### src/rtl/tilemap_scroll_sequencer.sv
// Fetch sequencer and scroll controller for the dual-layer tilemap generator.
// Time-multiplexes tile VRAM and graphics ROM between layers A and B in 4-pixel groups.
module tilemap_scroll_sequencer #(
   parameter int VRAM_AW   = 12,
   parameter int H_PRELOAD = 4
) (
   input  logic               CLK_6M,
   input  logic               nRESET,
   input  logic [8:0]         H,
   input  logic [7:0]         V,
   input  logic               VBL_START,
   input  logic               FLIP,
   input  logic               CPU_WE,
   input  logic [2:0]         CPU_A,
   input  logic [7:0]         CPU_D,
   input  logic [15:0]        VRAM_D,
   output logic [VRAM_AW-1:0] VRAM_A,
   output logic [14:0]        GFX_A,
   output logic               LAYER,
   output logic               HA2,
   output logic               HB2
);

   logic [8:0]         r_sh_scrx_a, r_sh_scrx_b, r_scrx_a, r_scrx_b;
   logic [7:0]         r_sh_scry_a, r_sh_scry_b, r_scry_a, r_scry_b;
   logic [VRAM_AW-1:0] r_vram_a;
   logic [10:0]        r_code;
   logic [2:0]         r_fine;
   logic               r_half;
   logic               r_layer, r_ha2, r_hb2;

   logic [8:0] w_hf, w_ex_a, w_ex_b;
   logic [7:0] w_vf, w_ey_a, w_ey_b;
   logic       w_unused;

   assign w_hf   = FLIP ? ~H : H;
   assign w_vf   = FLIP ? ~V : V;
   assign w_ex_a = w_hf + 9'(H_PRELOAD) + r_scrx_a;
   assign w_ex_b = w_hf + 9'(H_PRELOAD) + r_scrx_b;
   assign w_ey_a = w_vf + r_scry_a;
   assign w_ey_b = w_vf + r_scry_b;

   // Attribute bits of the tile word are not used by the address path.
   assign w_unused = ^VRAM_D[15:11];

   always_ff @(posedge CLK_6M or negedge nRESET) begin
      if (!nRESET) begin
         r_sh_scrx_a <= '0;
         r_sh_scrx_b <= '0;
         r_sh_scry_a <= '0;
         r_sh_scry_b <= '0;
         r_scrx_a    <= '0;
         r_scrx_b    <= '0;
         r_scry_a    <= '0;
         r_scry_b    <= '0;
         r_vram_a    <= '0;
         r_code      <= '0;
         r_fine      <= '0;
         r_half      <= 1'b0;
         r_layer     <= 1'b0;
         r_ha2       <= 1'b0;
         r_hb2       <= 1'b0;
      end else begin
         if (CPU_WE) begin
            case (CPU_A)
               3'd0:    r_sh_scrx_a[7:0] <= CPU_D;
               3'd1:    r_sh_scrx_a[8]   <= CPU_D[0];
               3'd2:    r_sh_scry_a      <= CPU_D;
               3'd4:    r_sh_scrx_b[7:0] <= CPU_D;
               3'd5:    r_sh_scrx_b[8]   <= CPU_D[0];
               3'd6:    r_sh_scry_b      <= CPU_D;
               default: ;
            endcase
         end

         // NOTE: non-blocking updates make a coincident write land only in the
         // shadow while the frame copy below still picks up the old shadow value.
         if (VBL_START) begin
            r_scrx_a <= r_sh_scrx_a;
            r_scrx_b <= r_sh_scrx_b;
            r_scry_a <= r_sh_scry_a;
            r_scry_b <= r_sh_scry_b;
         end

         case (H[1:0])
            2'd0: r_vram_a <= VRAM_AW'({1'b0, w_ey_a[7:3], w_ex_a[8:3]});
            2'd1: begin
               r_code <= VRAM_D[10:0];
               r_fine <= w_ey_a[2:0];
               r_half <= w_ex_a[2];
            end
            2'd2: r_vram_a <= VRAM_AW'({1'b1, w_ey_b[7:3], w_ex_b[8:3]});
            default: begin
               r_code <= VRAM_D[10:0];
               r_fine <= w_ey_b[2:0];
               r_half <= w_ex_b[2];
            end
         endcase

         r_layer <= H[1];
         r_ha2   <= (H[1:0] + r_scrx_a[1:0]) == 2'd3;
         r_hb2   <= (H[1:0] + r_scrx_b[1:0]) == 2'd3;
      end
   end

   assign VRAM_A = r_vram_a;
   assign GFX_A  = {r_code, r_fine, r_half};
   assign LAYER  = r_layer;
   assign HA2    = r_ha2;
   assign HB2    = r_hb2;

endmodule

### config.mk
export PLATFORM = sky130hd
export DESIGN_NAME = tilemap_scroll_sequencer
export DESIGN_NICKNAME = d
export VERILOG_FILES = /design/src/rtl/tilemap_scroll_sequencer.sv
export SDC_FILE = /design/constraint.sdc
export NUM_CORES = 1
export LEC_CHECK = 0
export BUFFER_PORTS_ARGS = -buffer_cell sky130_fd_sc_hd__buf_2
export CELL_PAD_IN_SITES_DETAIL_PLACEMENT = 2
export CELL_PAD_IN_SITES_GLOBAL_PLACEMENT = 2
export CORE_UTILIZATION = 30
export DETAILED_ROUTE_END_ITERATION = 12
export PLACE_DENSITY = 0.73
export SLEW_MARGIN = 20
export SYNTH_ARGS = -nofsm -noshare
export SYNTH_HDL_FRONTEND = slang
export SYNTH_SLANG_ARGS = --single-unit
### constraint.sdc
create_clock -name CLK_6M -period 3.57 [get_ports CLK_6M]
set_clock_uncertainty 0.15 [all_clocks]
set_input_delay 0.357 -clock CLK_6M [delete_from_list [all_inputs] [get_ports CLK_6M]]
set_output_delay 0.357 -clock CLK_6M [all_outputs]
set_load 0.005 [all_outputs]
* After elaboration in Yosys (flattened, before gate mapping)
Index checks and enable logic that the tools add are counted. Widths: inputs -> output; s select.
Word-level totals: input bits 49, output and inout bits 30, register bits 98, word-level logic and storage cells 50
Operators by class: equal/unequal tests 9, bitwise logic cells 2, mux-type cells 5, reductions and logical operators 10, add/subtract/negate cells 7
Operators by type and width (number):
- $pmux 12 s2 | 1
- $add 9x9->9 | 2
- $add 8x8->8 | 2
- $reduce_and 2->1 | 6
- $add 9x3->9 const B | 1
- $eq 3x3->1 const B | 3
- $mux 9 | 1
- $not 9->9 | 1
- $mux 8 | 1
- $not 8->8 | 1
- $eq 2x2->1 const B | 3
- $pmux 3 s2 | 1
- $add 2x2->2 | 2
- $eq 3x1->1 const B | 1
- $eq 3x2->1 const B | 1
- $logic_not 3->1 | 1
- $eq 2x1->1 const B | 1
- $logic_not 2->1 | 1
- $pmux 1 s2 | 1
- $reduce_bool 2->1 | 1
- $reduce_or 2->1 | 1

* Depth between registers and ports, before layout
Gate-level depths: netlist (run 1).
depth after elaboration 5, gate-level depth with buffers 13, mapped depth without buffers 12

* Worst setup path after synthesis (run 1)
OpenSTA, ideal clock, no wires.
path type input-to-reg, start input port FLIP, end register r_vram_a[4], in the netlist VRAM_A[4], library setup time 133 ps, data required time 3287 ps, slack 424 ps, arrival 2863 ps, stages on the path 10, path buffers 2, path through buf_2 buf_1 xor2_1 ha_1 a31o_2 maj3_2 and4_4 a2111oi_4 mux2i_1 a221oi_2
On the way: word-level cells in the longest chain between the ends 4, elaborated cells between the ends (all ways) 5, classes of those cells add/sub (3); mux (2)
RTL lines:
- start, declared | line 12 | input logic FLIP,
- $mux 9 (*) | line 36 | assign w_hf = FLIP ? ~H : H;
- $add 9x3->9 (*) | line 38, 39
- $add 9x9->9, on equally long branches | line 39, 38
- $pmux 12 s2 (*) | line 85 | case (H[1:0])
- end signal, assigned | line 86 | 2'd0: r_vram_a <= VRAM_AW'({1'b0, w_ey_a[7:3], w_ex_a[8:3]});
- end signal, assigned | line 92 | 2'd2: r_vram_a <= VRAM_AW'({1'b1, w_ey_b[7:3], w_ex_b[8:3]});
- end, declared | line 26 | logic [VRAM_AW-1:0] r_vram_a;
Every way passes the cells marked *; elsewhere a longest branch is shown, timed or not. A chain may end at the register's enable or synchronous reset.

* Worst setup path after layout (run 1)
Same ends and word-level chain as after synthesis.

==> flow_summary.json, run 1 <==
{
  "status": "complete, but fails checks",
  "violations": "hold timing",
  "area_growth_pct": 18.5,
  "netlist_instances": 420,
  "cts.clk_slew.worst_paths_ps": 70,
  "cp_top_family": "compound AO/OA/AOI/OAI gates",
  "cp.depth": 10,
  "pwr_density_cell_mw_per_mm2": 640,
  "hold_slack_ps": -37.6,
  "synth_top_family_by_area": "multiplexers",
  "synth-adder-area-share_pct": 7.96,
  "maxSlewViolCount": 0,
  "grtUsageTotal_pct": 15.4,
  "use_met3_pct": 3.01,
  "mostFrequentLayoutCell": "dfrtp_1",
  "synthDominantCellAreaShare_pct": 47.4,
  "crit_chain": "buf_2 -> maj3_1 -> xor2_1 -> ha_1 -> a21o_1 -> a21o_1 -> a41oi_1 -> nand2b_1 -> mux2_2 -> a221oi_2",
  "nNetsFinal": 576,
  "netlist_area_mm2": 0.00517,
  "drt-vias-per-instance": 4.84,
  "rsz0062_at_grt": "no",
  "drive_above_1_share_pct": 36.3,
  "relSlewSlack_pct": 42.1,
  "worstRegToRegCells": 7,
  "worst-path-buf-inv": 1,
  "synth-edff-count": 0,
  "endpoint_kind": "flop",
  "clock_path_buffers": 2,
  "vias": 3491,
  "synth_xor_area_share_pct": 8.81,
  "leakage_nw": 2.82,
  "worst_path_largest_cell_delay_ps": 380,
  "synth_compound_area_share_pct": 9.03,
  "first_iter_violations": 121,
  "die_area_mm2": 0.0178,
  "die_w_um": 133,
  "tritoncts": "yes",
  "synth_mux_area_share_pct": 18.6,
  "cts.repair.resized": 0,
  "ir_drop_v": 0.000243,
  "seqCellArea_mm2": 0.00245,
  "wl_mm": 12.9,
  "grt_pass1_vias": 3862,
  "crit_path_top_delay_cell": "maj3_1",
  "clock_latency_ps": 340,
  "numCtsBuffers": 9,
  "yosys_most_used_dff": "dfrtp_1",
  "ctsHtreeMaxLevel": 3,
  "synth_nets": 499,
  "worst_pin_slew_ps": 869,
  "ys_warn_count": 0,
  "cp_common_cell": "a21o_1",
  "row_count": 47,
  "gr-total-overflow": 0,
  "use_met1_pct": 19.5,
  "arrival_ps": 2890,
  "cts_root_buf": "clkbuf_16",
  "grt_use_met2_pct": 26.1,
  "async_reset_ff_share_pct": 100,
  "grt_max_degree": 68,
  "yosysUniqueCellTypes": 50,
  "drtAntennaViolNets": 0,
  "finalSetupViolCount": 0,
  "core-area_mm2": 0.0167,
  "cts_hold_buf": 0,
  "synth.area.top_cells": "dfrtp_1, mux2_2, ha_1",
  "port_buffers": 73,
  "drt_pass1_iterations": 4,
  "die_y_um": 133,
  "yosys.area_share.simple_pct": 5.95,
  "max_cap_viol_count": 0,
  "avgSynthCellArea_um2": 12.3,
  "postCtsSetupBuffers": 0,
  "synth_top_cell_by_area": "dfrtp_1",
  "hold_violations": 19,
  "fin_crit_ps": 2800,
  "hp-class": "input pin to asynchronous set/reset pin",
  "antenna_found_initial": 1,
  "hpwl_mm": 10.0,
  "n_fill_cell": 1780,
  "startpoint_type": "input pin",
  "gp_congestion": 0.732,
  "crit_type": "input pin to flop",
  "drcViolationCount": 0,
  "worstPathMaxFanout": 11,
  "ys_ff_latch": 98,
  "num_io_pins": 79,
  "grt.busiest_layer": "met2",
  "grt_pass1_wl_mm": 20.9,
  "multi_input_area_mm2": 0.00260,
  "mostFrequentLayoutCells": "dfrtp_1, mux2_2, buf_2",
  "timing.fmax_ghz": 0.357,
  "avgRoutedWirePerCell_um": 17.8,
  "tns_ps": 0,
  "initial_utilization_pct": 30.9,
  "crit_required_ps": 3660,
  "fin_crit_sh_pct": 78.4,
  "cts_num_sinks": 98,
  "ys_seq_area_share_pct": 47.4
}
==> through the flow <==
stage / power [mW] / worst slack, ps / cells / util [%] / instance area (um^2)
final: 3.92 / 772 / 722 / 36.7 / 6130
after global routing: 4.19 / 668 / 721 / 36.7 / 6120
after CTS: 3.99 / 753 / 721 / 36.7 / 6120
after detailed placement: 2.93 / 404 / 706 / 34.8 / 5810
after global placement: 2.85 / 510 / 706 / 34.8 / 5810
after floorplan: 2.46 / 424 / 420 / - / 5170
==> sequential cells by signal, summed over array words and instances, names as in the netlist <==
register	flops
HA2	1
r_scrx_a	9
LAYER	1
r_scry_b	8
r_code	11
HB2	1
r_sh_scry_b	8
r_sh_scry_a	8
r_scrx_b	9
r_sh_scrx_a	9
r_fine	3
r_sh_scrx_b	9
r_scry_a	8
r_half	1
VRAM_A	12
==> cells by family after synthesis <==
family | Yosys count
flops | 98
mux | 86
compound gates | 69
simple gates | 58
xor+xnor | 48
fa+ha+maj | 32
buf+inv | 29
==> power breakdown <==
group / internal (mW) / switching, mW / total, mW
clock: 0.614 / 0.418 / 1.03
sequential: 1.40 / 0.188 / 1.58
combinational: 0.661 / 0.643 / 1.30
total: 2.67 / 1.25 / 3.92
==> routing by layer <==
layer / part of all wire, % / vias to the layer above
li1: - / 1653
met1: 46 / 1752
met2: 48 / 71
met3: 4.2 / 15
met4: 1.6 / 0
met5: 0 / -
==> worst paths after layout <==
| path | from | end | slack [ps] |
|---|---|---|---|
| worst max-delay path | FLIP | VRAM_A[4] | 770 |
| min in group CLK_6M | VRAM_D[2] | r_code[2] | 100 |
| max in group asynchronous | nRESET | r_scry_b[4] | 2530 |
| worst min register to register | VRAM_A[0] | VRAM_A[0] | 340 |
| worst min-delay path | nRESET | VRAM_A[4] | -40 |
| worst max register to register | r_scrx_a[1] | VRAM_A[4] | 1000 |
==> final cells by class <==
cell class              count  area share [%]
flip-flops and latches     98            40.0
well taps                 220            4.49
multi-input cells         293            42.5
inverters                  13           0.797
clock buffers              11            3.80
repair buffers             82            7.11
diodes                      1          0.0408
clock inverters             4            1.27
==> Yosys cell counts, types with 2 or more instances <==
library cell	n
nand4b_1	2
nor3_1	6
o21ai_0	14
buf_1	5
o21bai_1	3
buf_2	2
nand2b_1	6
inv_1	13
xor2_1	23
a21oi_1	21
nor2b_1	5
and3_1	4
dfrtp_1	98
xnor3_1	2
a21o_1	10
nor3b_1	3
a211oi_1	2
and2_1	2
xnor2_1	22
or2_2	2
mux2i_1	7
a31oi_1	3
nor2_1	10
nand2_1	15
mux2_2	79
clkbuf_1	8
fa_1	2
o221ai_1	2
ha_1	28
Power figures use the tool's default switching activity.
==> inputs of run 2 (changes only) <==
PLACE_DENSITY = 0.75   (was 0.73)
clock period = 2.3 ns   (was 3.57 ns; I/O delays follow)
==> run 2 against run 1 <==
Net effect: the flow finishes with violations (setup timing); register-to-register slack lost 1100 ps; utilization grew 5.9 points; sequential power grew 59%; total power grew 81%; clock power grew 62%.
==> flow_summary.json, run 2 (synthesized netlist as in run 1, its figures left out) <==
{
  "post-route-util_pct": 42.6,
  "nNetsFinal": 649,
  "p_int_mw": 4.68,
  "hold_depth": 2,
  "hpwl_mm": 11.3,
  "drtAntennaViolNets": 0,
  "p_clk_share_pct": 23.6,
  "ctsHtreeMaxLevel": 3,
  "switchingPower_mw": 2.40,
  "vias": 3894,
  "r2r-end": "VRAM_A[4]",
  "setup_ws_ps": -223,
  "gr-total-overflow": 0,
  "clock_path_buffers": 2,
  "violations": "setup timing",
  "gp_congestion": 0.842,
  "mostFrequentLayoutCells": "dfrtp_1, mux2_2, buf_4",
  "status": "complete, but fails checks",
  "hp-class": "input pin to flop",
  "seqCellArea_mm2": 0.00245,
  "p_sw_share_pct": 33.9,
  "die_area_mm2": 0.0178,
  "cts.clk_slew.worst_paths_ps": 70,
  "crit_type": "input pin to flop",
  "grt_pass1_wl_mm": 25.0,
  "first_iter_violations": 154,
  "drive_above_1_share_pct": 51.0,
  "timing.fmax_ghz": 0.396,
  "avgRoutedWirePerCell_um": 21.6,
  "drt-vias-per-instance": 4.90,
  "arrival_ps": 2590,
  "initial_utilization_pct": 30.9,
  "ir_drop_v": 0.000480,
  "grt_pass1_vias": 4491,
  "max_cap_viol_count": 0,
  "combPwrFrac_pct": 41.0,
  "num_antenna_cells": 0,
  "relSlewSlack_pct": 63.4,
  "die_y_um": 133,
  "core-area_mm2": 0.0167,
  "num_io_pins": 79,
  "grt_max_degree": 58,
  "area_growth_pct": 37.6,
  "worst-r2r-setup-slack_ps": -140,
  "worst_path_largest_cell_delay_ps": 320,
  "stdcell_count": 795,
  "worstHoldEndpoint": "r_sh_scrx_b[7]",
  "row_count": 47,
  "cts_num_sinks": 98,
  "leakage_nw": 3.26,
  "worstPathMaxFanout": 3,
  "placed_cell_area_mm2": 0.00626,
  "regToRegStartpoint": "r_scrx_a[1]",
  "post-place-ws_ps": -555,
  "worst-path-buf-inv": 1,
  "fin_crit_ps": 2520,
  "worst_pin_slew_ps": 546,
  "mostFrequentLayoutCell": "dfrtp_1",
  "fin_crit_sh_pct": 110,
  "die_w_um": 133,
  "rsz0062_at_grt": "yes",
  "power_frac_seq_pct": 35.4,
  "post-route-cell-area_mm2": 0.00711,
  "cts_root_buf": "clkbuf_16",
  "grtUsageTotal_pct": 18.7,
  "drcViolationCount": 0,
  "numCtsBuffers": 9,
  "port_buffers": 73,
  "crit_required_ps": 2370,
  "finalSetupViolCount": 4,
  "antenna_found_initial": 1,
  "crit_path_top_delay_cell": "a221o_1",
  "endpoint_kind": "flop",
  "multi_input_area_mm2": 0.00292,
  "tns_ps": -579,
  "crit_chain": "buf_2 -> nor3_4 -> nor2b_1 -> o22ai_2 -> xnor2_2 -> ha_4 -> and4_1 -> a221o_1 -> a31oi_1 -> xnor2_1 -> mux2i_1 -> o21ai_1",
  "post-place-cells": 756,
  "pwr_density_cell_mw_per_mm2": 996,
  "clock_latency_ps": 360,
  "maxSlewViolCount": 0,
  "hold_slack_ps": 21.1,
  "hp-start": "CPU_D[7]",
  "hold_violations": 0,
  "startpoint_type": "input pin",
  "cp_top_family": "compound AO/OA/AOI/OAI gates",
  "worstRegToRegCells": 7,
  "largest_reg_flops": 12,
  "tritoncts": "yes",
  "n_fill_cell": 1708,
  "total_power_mw": 7.08,
  "drt_pass1_iterations": 4,
  "wl_mm": 17.2
}
-- run 2: changes by cell type in the layout (fill, tap and decap cells not counted), moves of 4 or more --
cell / previous run / this run
o21ai_0: 14 / 9
ha_4: 0 / 7
a21oi_1: 21 / 10
ha_1: 28 / 19
a21oi_2: 0 / 11
buf_4: 10 / 69
buf_2: 72 / 68
o21ai_1: 1 / 5
dlygate4sd3_1: 0 / 12
xor2_1: 23 / 17
xor2_2: 0 / 6
-- run 2: power groups by stage --
stage               Combinational [mW]  Clock (mW)  Sequential (mW)
floorplan                         1.49           0             2.40
global placement                  2.30           0             2.47
detailed placement                2.45           0             2.51
CTS                               2.56        1.72             2.48
global route                      3.14        1.78             2.57
finish                            2.90        1.67             2.51
-- run 2: what timing repair did --
item                                   in CTS  in global routing
pin swaps                                  12                 25
setup endpoints to repair                   4                  8
buffers inserted                            4                  6
endpoints found under the hold margin     109                  0
resized for setup                          16                 41
hold buffers                               12                  0
cloned                                      0                  1
-- run 2: metal layers --
layer	track usage, %	vias up	part of all wire [%]
met5	0	-	0
met4	6.88	0	1.4
met3	4.53	18	3.9
met2	33.1	79	54
met1	21.8	2008	41
li1	-	1789	-
-- run 2: area by class of cell --
type,count,share of cell area (%)
clock buffers,11,3.41
clock inverters,5,1.16
inverters,13,0.686
multi-input cells,293,41.1
flip-flops and latches,98,34.5
well taps,220,3.87
repair buffers,155,15.3
-- run 2: how the worst max path moves through the flow --
| stage | start | to | slack, ps | cells after the start |
|---|---|---|---|---|
| 3_5_place_dp | FLIP | VRAM_A[5] | -560 | 12 |
| 3_3_place_gp | H[3] | VRAM_A[5] | -410 | 12 |
| 5_1_grt | H[5] | VRAM_A[5] | -260 | 12 |
| 4_1_cts | r_scrx_a[1] | VRAM_A[4] | -50 | 7 |
| 2_1_floorplan | H[2] | VRAM_A[4] | -240 | 10 |
| 6_report | H[5] | VRAM_A[5] | -220 | 12 |
==> inputs of run 3 (changes only) <==
CELL_PAD_IN_SITES_DETAIL_PLACEMENT = not set   (was 2)
CELL_PAD_IN_SITES_GLOBAL_PLACEMENT = not set   (was 2)
CTS_CLUSTER_SIZE = 8   (was not set)
PLACE_DENSITY = 0.57   (was 0.75)
==> run 3 against run 2 <==
Net effect: the flow now finishes without violations; via count fell by 5.8%; combinational power is 15% lower; cell area down 3.2%; critical endpoint is now VRAM_A[3]; register-to-register slack better by 170 ps; flip-flop and latch count unchanged; largest cell class unchanged; clock power decreased by 11%; sequential share of layout area increased by 1.1 points; die area did not move.
==> flow_summary.json, run 3 (synthesized netlist as in run 1, its figures left out) <==
{
  "status": "complete, no violations",
  "hp-class": "input pin to flop",
  "antenna_found_initial": 2,
  "gp_congestion": 0.778,
  "nNetsFinal": 643,
  "r2r-end": "VRAM_A[3]",
  "startpoint_type": "flop",
  "crit_end": "VRAM_A[3]",
  "die_y_um": 133,
  "vias": 3669,
  "endpoint_kind": "flop",
  "worstPathMaxFanout": 2,
  "avgRoutedWirePerCell_um": 15.0,
  "finalSetupViolCount": 0,
  "cts.clk_slew.worst_paths_ps": 70,
  "cp.depth": 8,
  "first_iter_violations": 148,
  "fin_crit_sh_pct": 98.9,
  "setup_ws_ps": 26.2,
  "leakage_nw": 3.20,
  "placed_cell_area_mm2": 0.00627,
  "drt-vias-per-instance": 4.66,
  "drtAntennaViolNets": 0,
  "arrival_ps": 2350,
  "row_count": 47,
  "pwr_density_cell_mw_per_mm2": 933,
  "mostFrequentLayoutCell": "dfrtp_1",
  "drt_pass1_iterations": 4,
  "grt_max_degree": 71,
  "ctsHtreeMaxLevel": 3,
  "crit_type": "flop to flop",
  "timing.fmax_ghz": 0.440,
  "max_cap_viol_count": 0,
  "grtUsageTotal_pct": 14.2,
  "maxSlewViolCount": 0,
  "grt_pass1_wl_mm": 19.5,
  "post-place-ws_ps": -391,
  "ir_drop_v": 0.000432,
  "worst-r2r-setup-slack_ps": 30,
  "rsz0062_at_grt": "yes",
  "cts_num_sinks": 98,
  "core-area_mm2": 0.0167,
  "worstRegToRegCells": 8,
  "num_io_pins": 79,
  "mostFrequentLayoutCells": "dfrtp_1, mux2_2, buf_2",
  "hold_violations": 0,
  "worst_path_largest_cell_delay_ps": 380,
  "area_growth_pct": 33.2,
  "crit_required_ps": 2380,
  "regToRegStartpoint": "r_scrx_a[1]",
  "post-route-util_pct": 41.2,
  "worst_pin_slew_ps": 496,
  "numCtsBuffers": 9,
  "die_w_um": 133,
  "grt_pass1_vias": 3786,
  "hpwl_mm": 9.09,
  "gr-total-overflow": 0,
  "cts_root_buf": "clkbuf_16",
  "die_area_mm2": 0.0178,
  "fin_crit_ps": 2270,
  "port_buffers": 73,
  "critPathLaunch": "r_scrx_a[1]",
  "worst-path-buf-inv": 1,
  "relSlewSlack_pct": 66.7,
  "tritoncts": "yes",
  "clock_latency_ps": 340,
  "crit_chain": "ha_1 -> a31o_2 -> maj3_2 -> and4_4 -> a2111oi_4 -> buf_4 -> xor2_1 -> o21ai_1",
  "drcViolationCount": 0,
  "post-route-cell-area_mm2": 0.00689,
  "cp_top_family": "adder cells",
  "wl_mm": 11.8,
  "largest_reg_flops": 12,
  "initial_utilization_pct": 30.9,
  "drive_above_1_share_pct": 47.3,
  "clock_path_buffers": 2,
  "crit_path_top_delay_cell": "dfrtp_1"
}
==> run 3: changes by cell type in the layout (fill, tap and decap cells not counted), sizes merged <==
cell and delta:
buf -5, inv -1, diode +1, clkbuf -2, clkinv +1, bufinv -1
==> run 3: worst min-delay path by stage <==
stage | from | end | slack, ps | cells past startpoint
2_1_floorplan | nRESET | HA2 | -220 | 0
3_3_place_gp | nRESET | r_sh_scry_b[0] | 20 | 1
3_5_place_dp | nRESET | r_sh_scry_b[0] | 30 | 1
4_1_cts | CPU_D[1] | r_sh_scrx_a[1] | 20 | 2
5_1_grt | CPU_D[1] | r_sh_scrx_a[1] | 20 | 2
6_report | CPU_D[1] | r_sh_scrx_a[1] | 30 | 2
==> run 3: repair_timing <==
item / in CTS / in global routing
endpoints found under the hold margin: 39 / 0
pin swaps: 2 / 15
endpoints found under the setup margin: 2 / 7
buffers inserted: 0 / 7
resized for setup: 4 / 29
cloned: 0 / 0
hold buffers: 12 / 0
==> run 3: worst reg2reg max path: stages, from the launching register on <==
cell and delay, ps:
dfrtp_1 380, ha_1 270, a31o_2 240, maj3_2 330, and4_4 180, a2111oi_4 230, buf_4 170, xor2_1 120
o21ai_1 80
==> run 3: layout make-up <==
type                       count  area (um^2)
antenna                        1         2.50
multi-input combinational    293         2790
sequential                    98         2450
clock inverter                 4         52.6
tap                          220          275
inverter                      13         48.8
clock buffer                  10          239
fill                        1648         9810
timing repair buffer         149         1030
==> run 3: report_power, final <==
part	internal (mW)	total, mW	switching [mW]
Combinational	1.40	2.47	1.07
Sequential	2.17	2.47	0.300
Clock	0.864	1.49	0.627
==> run 3: metal layers <==
| layer | vias to the layer above | share of wire (%) | wire [um] | global-route usage (%) |
|---|---|---|---|---|
| li1 | 1791 | - | - | - |
| met1 | 1773 | 47 | 5510 | 18.5 |
| met2 | 77 | 47 | 5520 | 22.5 |
| met3 | 26 | 3.6 | 430 | 3.42 |
| met4 | 2 | 2.9 | 348 | 5.74 |
| met5 | - | 0.11 | 13 | 0 |
==> run 3: through the flow <==
step	hold WS (ps)	power (mW)	cells	TNS, ps
after floorplan	-216	3.88	420	-521
after global placement	23.0	4.76	754	-2170
after detailed placement	31.2	4.84	754	-2950
after CTS	18.9	6.38	780	0
after global routing	23.2	6.87	787	-171
final	25.1	6.43	788	0
